**config.mk**
```make
export PLATFORM = sky130hd
export DESIGN_NAME = fifo_stream_reader_flat
export DESIGN_NICKNAME = d
export VERILOG_FILES = /design/src/rtl/fifo_stream_reader_if.sv /design/src/rtl/fifo_stream_reader.sv /design/src/flat_wrapper.sv
export SDC_FILE = /design/constraint.sdc
export NUM_CORES = 1
export LEC_CHECK = 0
export ABC_CLOCK_PERIOD_IN_PS = 3700
export CORE_ASPECT_RATIO = 1.2
export CORE_MARGIN = 3
export CORE_UTILIZATION = 45
export CTS_BUF_LIST = sky130_fd_sc_hd__clkbuf_8
export DETAILED_ROUTE_END_ITERATION = 8
export PLACE_DENSITY = 0.68
export RECOVER_POWER = 100
export SLEW_MARGIN = 20
export SYNTH_ARGS = -nofsm -noshare
export SYNTH_HDL_FRONTEND = slang
export SYNTH_SLANG_ARGS = --single-unit
```
**constraint.sdc**
```tcl
create_clock -name clk -period 3.7 [get_ports clk]
set_clock_uncertainty 0.05 [all_clocks]
set_input_delay 0.37 -clock clk [delete_from_list [all_inputs] [get_ports clk]]
set_output_delay 0.37 -clock clk [all_outputs]
set_load 0.01 [all_outputs]
```
**src/rtl/fifo_stream_reader_if.sv**
```systemverilog
// FIFO read port plus valid/ready output stream for the stream reader.
// master: the reader (pops the FIFO, drives the stream).
// slave:  the surrounding FIFO and downstream consumer.
interface fifo_stream_reader_if #(
   parameter int DATA_W = 8
) ();
   logic              fifo_valid;
   logic [DATA_W-1:0] fifo_dataout;
   logic              fifo_enr;
   logic [DATA_W-1:0] m_tdata;
   logic              m_tvalid;
   logic              m_tready;
   logic              m_tlast;

   modport master (
      input  fifo_valid, fifo_dataout, m_tready,
      output fifo_enr, m_tdata, m_tvalid, m_tlast
   );

   modport slave (
      output fifo_valid, fifo_dataout, m_tready,
      input  fifo_enr, m_tdata, m_tvalid, m_tlast
   );
endinterface

```
**src/rtl/fifo_stream_reader.sv**
```systemverilog
// Read-side controller for the shift-register FIFO: pops a programmed number
// of words and presents them as a valid/ready stream with tlast.
//
// state | meaning
// IDLE  | waiting for start
// RUN   | issuing paced pops until len words have been popped
// DRAIN | all pops issued, waiting for the last beat to be accepted
// DONE  | one-cycle done pulse, then back to IDLE
module fifo_stream_reader #(
   parameter int DATA_W = 8,
   parameter int LEN_W  = 16
) (
   input  logic             clk,
   input  logic             rst,
   input  logic             start,
   input  logic [LEN_W-1:0] len,
   input  logic             abort,
   output logic             busy,
   output logic             done,
   output logic [LEN_W-1:0] count,
   fifo_stream_reader_if.master bus
);

   typedef enum logic [1:0] {IDLE, RUN, DRAIN, DONE} state_t;

   state_t            state, state_nxt;
   logic [LEN_W-1:0]  len_q;
   logic [LEN_W-1:0]  issued;
   logic              pop_d;
   logic [1:0]        occ;
   logic [DATA_W-1:0] buf0, buf1;

   logic push, pop, abort_c, start_ok, last_acc, pop_ok;

   assign push     = bus.fifo_enr;
   assign pop      = bus.m_tvalid && bus.m_tready;
   assign abort_c  = abort && (state != IDLE);
   // abort wins over a coincident start
   assign start_ok = (state == IDLE) && start && !abort;
   assign last_acc = pop && (count == len_q - LEN_W'(1));
   // the FIFO valid flag lags a pop by a cycle, so a pop in flight (pop_d)
   // still counts against the two skid slots
   assign pop_ok   = ({1'b0, occ} + {2'b00, pop_d}) < 3'd2;

   // state register
   always_ff @(posedge clk or negedge rst) begin
      if (!rst) state <= IDLE;
      else      state <= state_nxt;
   end

   // next-state decode
   always_comb begin
      state_nxt = state;
      case (state)
         IDLE:  if (start_ok) state_nxt = (len == '0) ? DONE : RUN;
         RUN:   if (abort)                state_nxt = IDLE;
                else if (last_acc)        state_nxt = DONE;
                else if (issued == len_q) state_nxt = DRAIN;
         DRAIN: if (abort)                state_nxt = IDLE;
                else if (last_acc)        state_nxt = DONE;
         DONE:  state_nxt = IDLE;
         default: state_nxt = IDLE;
      endcase
   end

   // outputs: status, paced pop strobe, stream from skid head
   always_comb begin
      busy         = (state != IDLE);
      done         = (state == DONE);
      bus.fifo_enr = (state == RUN) && bus.fifo_valid && !pop_d &&
                     (issued < len_q) && pop_ok;
      bus.m_tvalid = (occ != 2'd0);
      bus.m_tdata  = buf0;
      bus.m_tlast  = (occ != 2'd0) && (count == len_q - LEN_W'(1));
   end

   // length latch, pop/beat counters and pop pacing
   always_ff @(posedge clk or negedge rst) begin
      if (!rst) begin
         len_q  <= '0;
         count  <= '0;
         issued <= '0;
         pop_d  <= 1'b0;
      end else begin
         pop_d <= push;
         if (start_ok) begin
            len_q  <= len;
            count  <= '0;
            issued <= '0;
         end else if (!abort_c) begin
            if (push) issued <= issued + LEN_W'(1);
            if (pop)  count  <= count + LEN_W'(1);
         end
      end
   end

   // 2-entry skid buffer, buf0 is the head; push and pop may coincide
   always_ff @(posedge clk or negedge rst) begin
      if (!rst) begin
         occ  <= 2'd0;
         buf0 <= '0;
         buf1 <= '0;
      end else if (abort_c) begin
         occ <= 2'd0;
      end else begin
         case ({push, pop})
            2'b10: begin
               if (occ == 2'd0) buf0 <= bus.fifo_dataout;
               else             buf1 <= bus.fifo_dataout;
               occ <= occ + 2'd1;
            end
            2'b01: begin
               buf0 <= buf1;
               occ  <= occ - 2'd1;
            end
            2'b11: begin
               if (occ == 2'd1) begin
                  buf0 <= bus.fifo_dataout;
               end else begin
                  buf0 <= buf1;
                  buf1 <= bus.fifo_dataout;
               end
            end
            default: ;
         endcase
      end
   end

endmodule

```
**src/flat_wrapper.sv**
```systemverilog
// flat-port wrapper written by rule: the top's interface ports become plain ports
module fifo_stream_reader_flat 
#(
   parameter int DATA_W = 8,
   parameter int LEN_W  = 16
)
  (clk, rst, start, len, abort, busy, done, count, bus_fifo_valid, bus_fifo_dataout, bus_m_tready, bus_fifo_enr, bus_m_tdata, bus_m_tvalid, bus_m_tlast);
  fifo_stream_reader_if #(.DATA_W(DATA_W)) bus_i ();
  input  logic clk;
  input  logic rst;
  input  logic start;
  input  logic [LEN_W-1:0] len;
  input  logic abort;
  output logic busy;
  output logic done;
  output logic [LEN_W-1:0] count;
  input wire logic [$bits(bus_i.fifo_valid)-1:0] bus_fifo_valid;
  input wire logic [$bits(bus_i.fifo_dataout)-1:0] bus_fifo_dataout;
  input wire logic [$bits(bus_i.m_tready)-1:0] bus_m_tready;
  output wire logic [$bits(bus_i.fifo_enr)-1:0] bus_fifo_enr;
  output wire logic [$bits(bus_i.m_tdata)-1:0] bus_m_tdata;
  output wire logic [$bits(bus_i.m_tvalid)-1:0] bus_m_tvalid;
  output wire logic [$bits(bus_i.m_tlast)-1:0] bus_m_tlast;
  assign bus_i.fifo_valid = bus_fifo_valid;
  assign bus_i.fifo_dataout = bus_fifo_dataout;
  assign bus_i.m_tready = bus_m_tready;
  assign bus_fifo_enr = bus_i.fifo_enr;
  assign bus_m_tdata = bus_i.m_tdata;
  assign bus_m_tvalid = bus_i.m_tvalid;
  assign bus_m_tlast = bus_i.m_tlast;
  fifo_stream_reader #(.DATA_W(DATA_W), .LEN_W(LEN_W)) u_core (.clk(clk), .rst(rst), .start(start), .len(len), .abort(abort), .busy(busy), .done(done), .count(count), .bus(bus_i));
endmodule
```
* After elaboration in Yosys (flattened, before gate mapping)
Index checks and enable logic that the tools add are counted.
Word-level totals: flip-flop bits (word level) 69, word-level logic and storage cells 82, output and inout port bits 29, input port bits 30
Operators by class: add/sub/neg operators 6, reduce and logical (&&, ||, !) cells 27, muxes and demuxes 22, bitwise operators 1, eq/ne operators 16, $lt $le $gt $ge 2
Operators by type and width (count):
- $mux W16 | 6
- $add A16 B1 Y16 const B | 2
- $eq A16 B16 Y1 | 2
- $mux W8 | 4
- $pmux W8 S3 | 1
- $logic_not A16 Y1 | 1
- $lt A16 B16 Y1 | 1
- $mux W2 | 8
- $pmux W8 S2 | 1
- $sub A16 B1 Y16 const B | 1
- $logic_and A1 B1 Y1 | 10
- $reduce_bool A2 Y1 | 5
- $eq A2 B2 Y1 const B | 4
- $pmux W2 S4 | 1
- $eq A2 B1 Y1 const B | 3
- $ne A2 B2 Y1 const B | 3
- $reduce_and A3 Y1 | 2
- $reduce_bool A3 Y1 | 2
- $logic_not A2 Y1 | 2
- $ne A2 B1 Y1 const B | 2
- $ne A4 B2 Y1 const B | 1
- $pmux W2 S2 | 1
- $reduce_and A2 Y1 | 2
- $reduce_and A4 Y1 | 1
- other kinds (7) | 8

* Logic depth before layout (Yosys ltp)
Gate-level depths: netlist of the first run.
depth in word-level cells 8, mapped depth 15, mapped depth without buffers 14

* Least setup slack after synthesis of the first run
OpenSTA, ideal clock, no wires.
path kind register to register, start register u_core.len_q[6], end register u_core.buf1[0], path buffers 1, data required time 3.525 ns, stages on the path, launching flop included 13, clock period less this slack 3.343 ns, setup slack 0.357 ns, arrival 3.169 ns, setup time 0.125 ns, cell sequence dfrtp_1 inv_1 ha_1 a21o_1 a21oi_1 nor2b_1 a221oi_1 buf_2 or2_1 inv_1 ha_1 o2111ai_1 mux2_2
Between the ends: longest elaborated chain between the ends 6, elaborated cells on any way between the ends 10, classes of those cells order compare: 1; eq/ne: 4; mux: 1; reduce/logical: 4
RTL lines:
- from (decl) | RTL line fifo_stream_reader.sv:27 | logic [LEN_W-1:0] len_q;
- from (signal assigned) | RTL line fifo_stream_reader.sv:87 | len_q <= len;
- $lt A16 B16 Y1 (*) | RTL line fifo_stream_reader.sv:71 | (issued < len_q) && pop_ok;
- $logic_and A1 B1 Y1 (*) | RTL line fifo_stream_reader.sv:70 | bus.fifo_enr = (state == RUN) && bus.fifo_valid && !pop_d &&
- $logic_and A1 B1 Y1 (*) | RTL line fifo_stream_reader.sv:71
- via bus_fifo_enr | RTL line flat_wrapper.sv:20 | output wire logic [$bits(bus_i.fifo_enr)-1:0] bus_fifo_enr;
- $eq A2 B2 Y1 | RTL line fifo_stream_reader.sv:106 | case ({push, pop})
- $ne A2 B2 Y1 (no line) or $reduce_bool A2 Y1 (tied branches)
- $reduce_and A4 Y1 (no line)
- to (signal assigned) | RTL line fifo_stream_reader.sv:109 | else buf1 <= bus.fifo_dataout;
- to (signal assigned) | RTL line fifo_stream_reader.sv:121 | buf1 <= bus.fifo_dataout;
- to (decl) | RTL line fifo_stream_reader.sv:31 | logic [DATA_W-1:0] buf0, buf1;
The timed path passes the listed nets; every way through them passes the cells marked *. A chain may end at the register's enable or synchronous reset.

* Final worst setup path of the first run
start register u_core.len_q[15], end output bus_fifo_enr
Between the ends: longest elaborated chain between the ends 3
RTL lines (RTL line):
- $lt A16 B16 Y1 | fifo_stream_reader.sv:71
- $logic_and A1 B1 Y1 | fifo_stream_reader.sv:70
- $logic_and A1 B1 Y1 | fifo_stream_reader.sv:71
- to (decl) | flat_wrapper.sv:20
No other way between the ends.

==> results.md, run 1 <==
- Layout fillers: 835
- Synth cell types: 61
- Worst Path Required: 3.28 ns
- Overflow after GRT: 0
- GRT met3 Usage: 3.03%
- Cts bufs inserted: 9
- Die Width: 95.7 um
- Via count: 3658
- First-pass GRT wire length: 18200 um
- Mapped Nets: 515
- Residual DRC: 0
- Clk pin slew, worst setup/hold paths: 0.08 ns
- CTS tree: built
- Routed WL: 10900 um
- Register area share after synthesis: 39.7%
- Placed Area: 5070 um2
- Core area: 9220 um2
- Async S/R FF share, synth: 100%
- First-pass iteration count of the detailed router: 5
- GR peak layer: met2
- Worst-Skew Late Latency: 0.36 ns
- Worst VDD drop: 345 uV
- N_diodes: 0
- CP startpoint: u_core.len_q[15]
- Synthesized flop and latch total: 69
- Setup WS pre-CTS: 0.366 ns
- Minimum clock period: 3.38 ns
- YS warnings: 0
- Starting DRC count in detailed routing: 187
- # nets final: 579
- Final setup margin: 0.323 ns
- Failing checks: max-capacitance violations, max-slew violations
- Critical Path Fanout Max: 4
- Routability-driven placement congestion ratio: 0.813
- Cell count after synthesis: 461
- FMAX: 0.296 GHz
- Starting density of the core: 47.1%
- Synthesis-to-layout area growth: 22.3%
- Worst-Margin Slew: 2.05 ns
- I/O Pins: 59
- Cell taking the most area after synthesis: dfrtp_1
- Clock sinks: 69
- Post-route ant nets: 0
- Hold path start: u_core.bus.m_tdata[0]
- Initial antenna violation count: 0
- GRT Total Usage: 21.7%
- Startpoint Class: flip-flop
- Slew Limit Headroom: -36.6%
- Crit path top cell by count: inv_1
- Die area: 10900 um2
- WP data arrival: 2.96 ns
- Num rows: 38
- Ratio of cells with drive above 1 in the final layout: 7.55%
- RSZ-0062 raised after global routing: false
- Hpwl dp: 8250 um
- Hold Fails Final Rpt: 0
- Slowest stage cell, crit path: dlygate4sd3_1
- Port bufs: 58
- HP Class: flip-flop to flip-flop
- Vias in the first global route: 3784
- Finished Cell Area: 5320 um2
- Reg2reg start: u_core.len_q[13]
- Largest net degree at the start of global routing: 52
- H-Tree Depth: 3
- Vias per cell: 5.63
- Setup TNS: 0 ns
- Synth top area cells: dfrtp_1 (40%), ha_1 (6.9%), nand2_1 (5.1%)
- Hold WS: 0.434 ns
- Outcome: finished, violations left
- Met2 Use GR: 37.5%
- PwrDens: 583 nW/um2
- Crit path capture type: primary output
- Top_reg_cell synth: dfrtp_1
- Worst stage delay on the critical path: 0.65 ns
- Die H: 114 um
- Fin crit share: 91.3%
- Root buffer selected by CTS: clkbuf_8
- Max_cap viols: 2
- EDFF count, synth: 0
- Setup violations, final: 0
- Yosys top cell area share: 39.7%
- GR met1 Demand/Resource: 25.3%
- Pins Over Slew Limit: 80
- Final core occ: 57.7%
- Mapped Area: 4350 um2
- Leak: 2.43 nW
- Crit Path Class: flip-flop to primary output
- CTS max path bufs: 2
- WL per Instance: 16.8 um
- Average size of a mapped cell: 9.43 um2
- Critical-path cell list: inv_1 > ha_1 > nand4bb_1 > nor3_1 > o21ai_1 > o21bai_1 > or2_1 > inv_1 > dlygate4sd3_1
-- layer usage --
metal | vias up | share of wire (%)
met3 | 27 | 2.6
met4 | 0 | 4.5
met1 | 1797 | 41
met2 | 66 | 52
li1 | 1768 | -
met5 | - | 0
-- timing repair --
item	in CTS	in global routing
hold buffers	1	0
pin swaps	1	0
gates cloned	0	0
buffers inserted	2	0
resized for setup	1	4
setup endpoints to repair	1	1
endpoints found under the hold margin	26	0
-- final cells by class --
| class | instances | area, um2 | area share, % |
|---|---|---|---|
| Clock inverter | 7 | 146 | 2.75 |
| Sequential cell | 69 | 1730 | 32.5 |
| Timing Repair Buffer | 68 | 644 | 12.1 |
| Multi-Input combinational cell | 351 | 2430 | 45.7 |
| Inverter | 26 | 97.6 | 1.84 |
| Tap cell | 120 | 150 | 2.82 |
| Clock buffer | 9 | 124 | 2.33 |
-- critical path, delay by kind of cell, from the launching register on --
family,cells,cell delay (ns)
AO/OA/AOI/OAI,2,0.46
buffers and inverters,3,0.84
AND/OR/NAND/NOR,3,0.71
adder cells (fa/ha/maj),1,0.20
flip-flops,1,0.39
-- cell usage in the layout (no fill, tap or decap), types with 7 or more instances in the layout --
master and n:
a21oi_1 11, a22o_1 8, and3_1 7, clkbuf_8 9
clkdlybuf4s50_1 28, dfrtp_1 69, dlygate4sd3_1 29, ha_1 24
inv_1 24, mux2_1 8, mux2_2 8, mux2i_1 13
nand2_1 59, nand2b_1 16, nand3_1 12, nand4_1 7
nor2_1 32, nor3_1 13, nor4_1 9, o21ai_0 18
xnor2_1 11, xor2_1 23
-- flip-flops by register name, indices dropped and copies added, names as in the netlist --
register / flops
u_core.count: 16
u_core.state: 2
u_core.pop_d: 1
u_core.len_q: 16
u_core.bus.m_tdata: 8
u_core.buf1: 8
u_core.issued: 16
u_core.occ: 2
-- synthesized netlist by cell type, drive strengths merged (5+ instances only) --
library cell  count
nor2             33
nor4             10
xnor2            11
nor3b             5
o21ai            23
nand2            59
nand2b           16
dfrtp            69
nand4             7
and3              7
nor3             14
or3               6
a21oi            12
nand3            12
ha               24
mux2i            13
a22o              8
mux2             16
inv              25
xor2             23
clkbuf           11
nor2b             5
-- through the flow --
stage / std cells / power (mW)
detailed placement: 631 / 2.34
CTS: 650 / 3.20
finish: 650 / 3.10
floorplan: 461 / 1.90
global placement: 631 / 2.30
global route: 650 / 3.30
-- kinds of logic after synthesis --
logic type               after synthesis  share of synthesized area, %
XOR/XNOR                              34                          6.85
AND/OR/NAND/NOR                      190                          22.9
flip-flops                            69                          39.7
adder cells (fa/ha/maj)               24                          6.91
AO/OA/AOI/OAI                         74                          11.9
buffers and inverters                 41                          3.80
multiplexers                          29                          7.83
-- where the power goes --
group	internal, mW	switching, mW	leakage [nW]
logic	0.537	0.599	1.40
registers	0.944	0.180	0.899
clock network	0.520	0.320	0.134
total	2.00	1.10	2.43
-- final timing paths --
check                                         to  slack [ns]  cells past startpoint
max                                 bus_fifo_enr        0.32                      9
min                        u_core.bus.m_tdata[0]        0.43                      1
max reg2reg                       u_core.buf1[7]        0.41                     11
min reg2reg                u_core.bus.m_tdata[0]        0.43                      1
max in group asynchronous         u_core.buf1[4]        0.91                      3
min in group asynchronous       u_core.count[13]        0.88                      2
(Power assumes the default switching activity.)
==> inputs of run 2 (changes only) <==
Settings changed: CORE_UTILIZATION 45 to 57, PLACE_DENSITY 0.68 to 0.83.
==> run 2 against run 1 <==
The run still ends with max-capacitance violations, max-slew violations left. Sequential power barely moved. Critical path depth did not move. Via count rose by 0.60%. Power fell by 4.5%. Clock-buffer cell count rose by 1. First-iteration DRC count rose by 64%. Core utilization rose by 14 points. Global-route usage rose by 4.3 points. Cell count fell by 4.9%. Fmax fell by 2.8%. Worst setup slack got worse by 0.097 ns. Critical endpoint unchanged.
==> results.md, run 2 (synthesized netlist as in run 1, its figures left out) <==
- Critical Path Fanout Max: 4 (unchanged)
- RSZ-0062 raised after global routing: false
- Hpwl dp: 8080 um (-2.1%)
- Outcome: finished, violations left
- Slowest stage cell, crit path: dlygate4sd3_1
- H-Tree Depth: 3 (unchanged)
- First-pass GRT wire length: 17800 um (-2.5%)
- Starting DRC count in detailed routing: 307 (+64%)
- Die area: 8710 um2 (-20%)
- Worst-Margin Slew: 2.50 ns (+0.446 ns)
- Hold Fails Final Rpt: 0 (unchanged)
- Largest net degree at the start of global routing: 52 (unchanged)
- CP bufs+invs: 3 (unchanged)
- Slew Limit Headroom: -66.3% (-30 points)
- Port bufs: 58 (unchanged)
- Worst VDD drop: 506 uV (+47%)
- Max_cap viols: 2 (unchanged)
- Root buffer selected by CTS: clkbuf_8
- I/O Pins: 59 (unchanged)
- Routability-driven placement congestion ratio: 0.914 (+12%)
- Minimum clock period: 3.47 ns (+0.0971 ns)
- Num rows: 34 (-11%)
- Startpoint Class: flip-flop
- Placed Area: 5030 um2 (-0.74%)
- Worst stage delay on the critical path: 0.64 ns (about the same)
- Crit path capture type: primary output
- Setup TNS: 0 ns (unchanged)
- Starting density of the core: 59.4% (+12 points)
- Most frequent cells in the layout: dfrtp_1 (69), nand2_1 (59), nor2_1 (32)
- Initial antenna violation count: 0 (unchanged)
- Residual DRC: 0 (unchanged)
- Vias in the first global route: 3764 (-0.53%)
- Worst Path Required: 3.28 ns (about the same)
- Power Total: 2.96 mW (-4.5%)
- Family with the most delay on the worst path: buffers and inverters
- First-pass iteration count of the detailed router: 8 (+3)
- Commonest non-fill, non-tap cell in the layout: dfrtp_1
- HP Class: flip-flop to flip-flop
- Synthesis-to-layout area growth: 20.1%
- Ratio of cells with drive above 1 in the final layout: 7.39% (-0.16 points)
- GRT Total Usage: 26.0% (+4.3 points)
- Cts bufs inserted: 9 (unchanged)
- Post-route ant nets: 0 (unchanged)
- # nets final: 578 (-0.17%)
- CTS tree: built
- Final core occ: 71.4% (+14 points)
- WL per Instance: 17.2 um (+2.4%)
- Routed WL: 10600 um (-2.6%)
- Die Width: 85.7 um (-10%)
- Vias per cell: 5.95 (+5.8%)
- Top flop regs: u_core.count x16, u_core.issued x16, u_core.len_q x16
- Clk pin slew, worst setup/hold paths: 0.08 ns (about the same)
- Layout fillers: 571 (-32%)
- Finished Cell Area: 5220 um2 (-1.8%)
- Clock sinks: 69 (unchanged)
- Die H: 102 um (-11%)
- N_diodes: 0 (unchanged)
- Via count: 3680 (+0.60%)
- Critical-path cell list: inv_1 > ha_1 > nand4bb_1 > nor3_1 > o21ai_1 > o21bai_1 > or2_0 > inv_1 > dlygate4sd3_1
- Fin crit share: 93.9% (+2.6 points)
- Failing checks: max-capacitance violations, max-slew violations
- CTS max path bufs: 2 (unchanged)
- Core area: 7320 um2 (-21%)
- Crit path top cell by count: inv_1
- WP data arrival: 3.05 ns (+0.09 ns)
- Worst-Skew Late Latency: 0.35 ns (about the same)
- FMAX: 0.288 GHz (-2.8%)
- Leak: 2.37 nW (-2.5%)
- Crit Path Class: flip-flop to primary output
- PwrDens: 567 nW/um2 (-2.8%)
- Setup violations, final: 0 (unchanged)
- Overflow after GRT: 0 (unchanged)
- Pins Over Slew Limit: 98 (+23%)
==> run 2: worst paths after layout <==
path	from	end	slack, ns	cells after the start
max	u_core.len_q[15]	bus_fifo_enr	0.23	9
min	u_core.bus.m_tdata[4]	u_core.bus.m_tdata[4]	0.43	1
max reg2reg	u_core.len_q[13]	u_core.buf1[1]	0.34	11
min reg2reg	u_core.bus.m_tdata[4]	u_core.bus.m_tdata[4]	0.43	1
max in group asynchronous	rst	u_core.len_q[3]	0.67	3
min in group asynchronous	rst	u_core.count[10]	1.27	2
==> run 2: timing repair <==
action | in CTS | in global routing
pin swaps | 0 | 1
endpoints found under the hold margin | 0 | 2
gates resized for setup | 2 | 4
buffers inserted | 1 | 0
setup endpoints to repair | 1 | 1
hold buffers | 0 | 1
==> run 2: stage by stage <==
step                      hold slack, ns  setup WS (ns)  instances
final                              0.432          0.226        618
after global routing               0.454         0.0781        618
after CTS                          0.160         0.0334        617
after detailed placement           0.444          0.375        601
after global placement             0.438          0.423        601
after floorplan                   0.0244          0.357        461
==> run 2: final cells by class <==
type                            instances  area [um2]  share of cell area (%)
Clock buffer                           10         138                    2.64
Clock inverter                          5        83.8                    1.61
Inverter                               26        97.6                    1.87
Multi-Input combinational cell        351        2430                    46.5
Sequential cell                        69        1730                    33.1
Tap cell                               90         113                    2.16
Timing Repair Buffer                   67         634                    12.1
==> run 2: power breakdown <==
group	internal (mW)	switching, mW	total (mW)
Clock	0.396	0.300	0.697
Combinational	0.535	0.602	1.14
Sequential	0.944	0.182	1.13
Total	1.88	1.08	2.96
==> run 2: metal layers <==
layer  share of wire [%]  vias to the layer above  track usage, %
met5                   0                        -               0
met4                 3.2                        0            13.0
met3                 3.7                       25            3.50
met2                  53                      100            47.5
met1                  40                     1801            29.5
li1                    -                     1754               -
==> inputs of run 3 (changes only) <==
Settings changed: CAP_MARGIN set to 20.
==> results of run 3 <==
The final DEF is identical to that of run 2; final timing and power are the same.
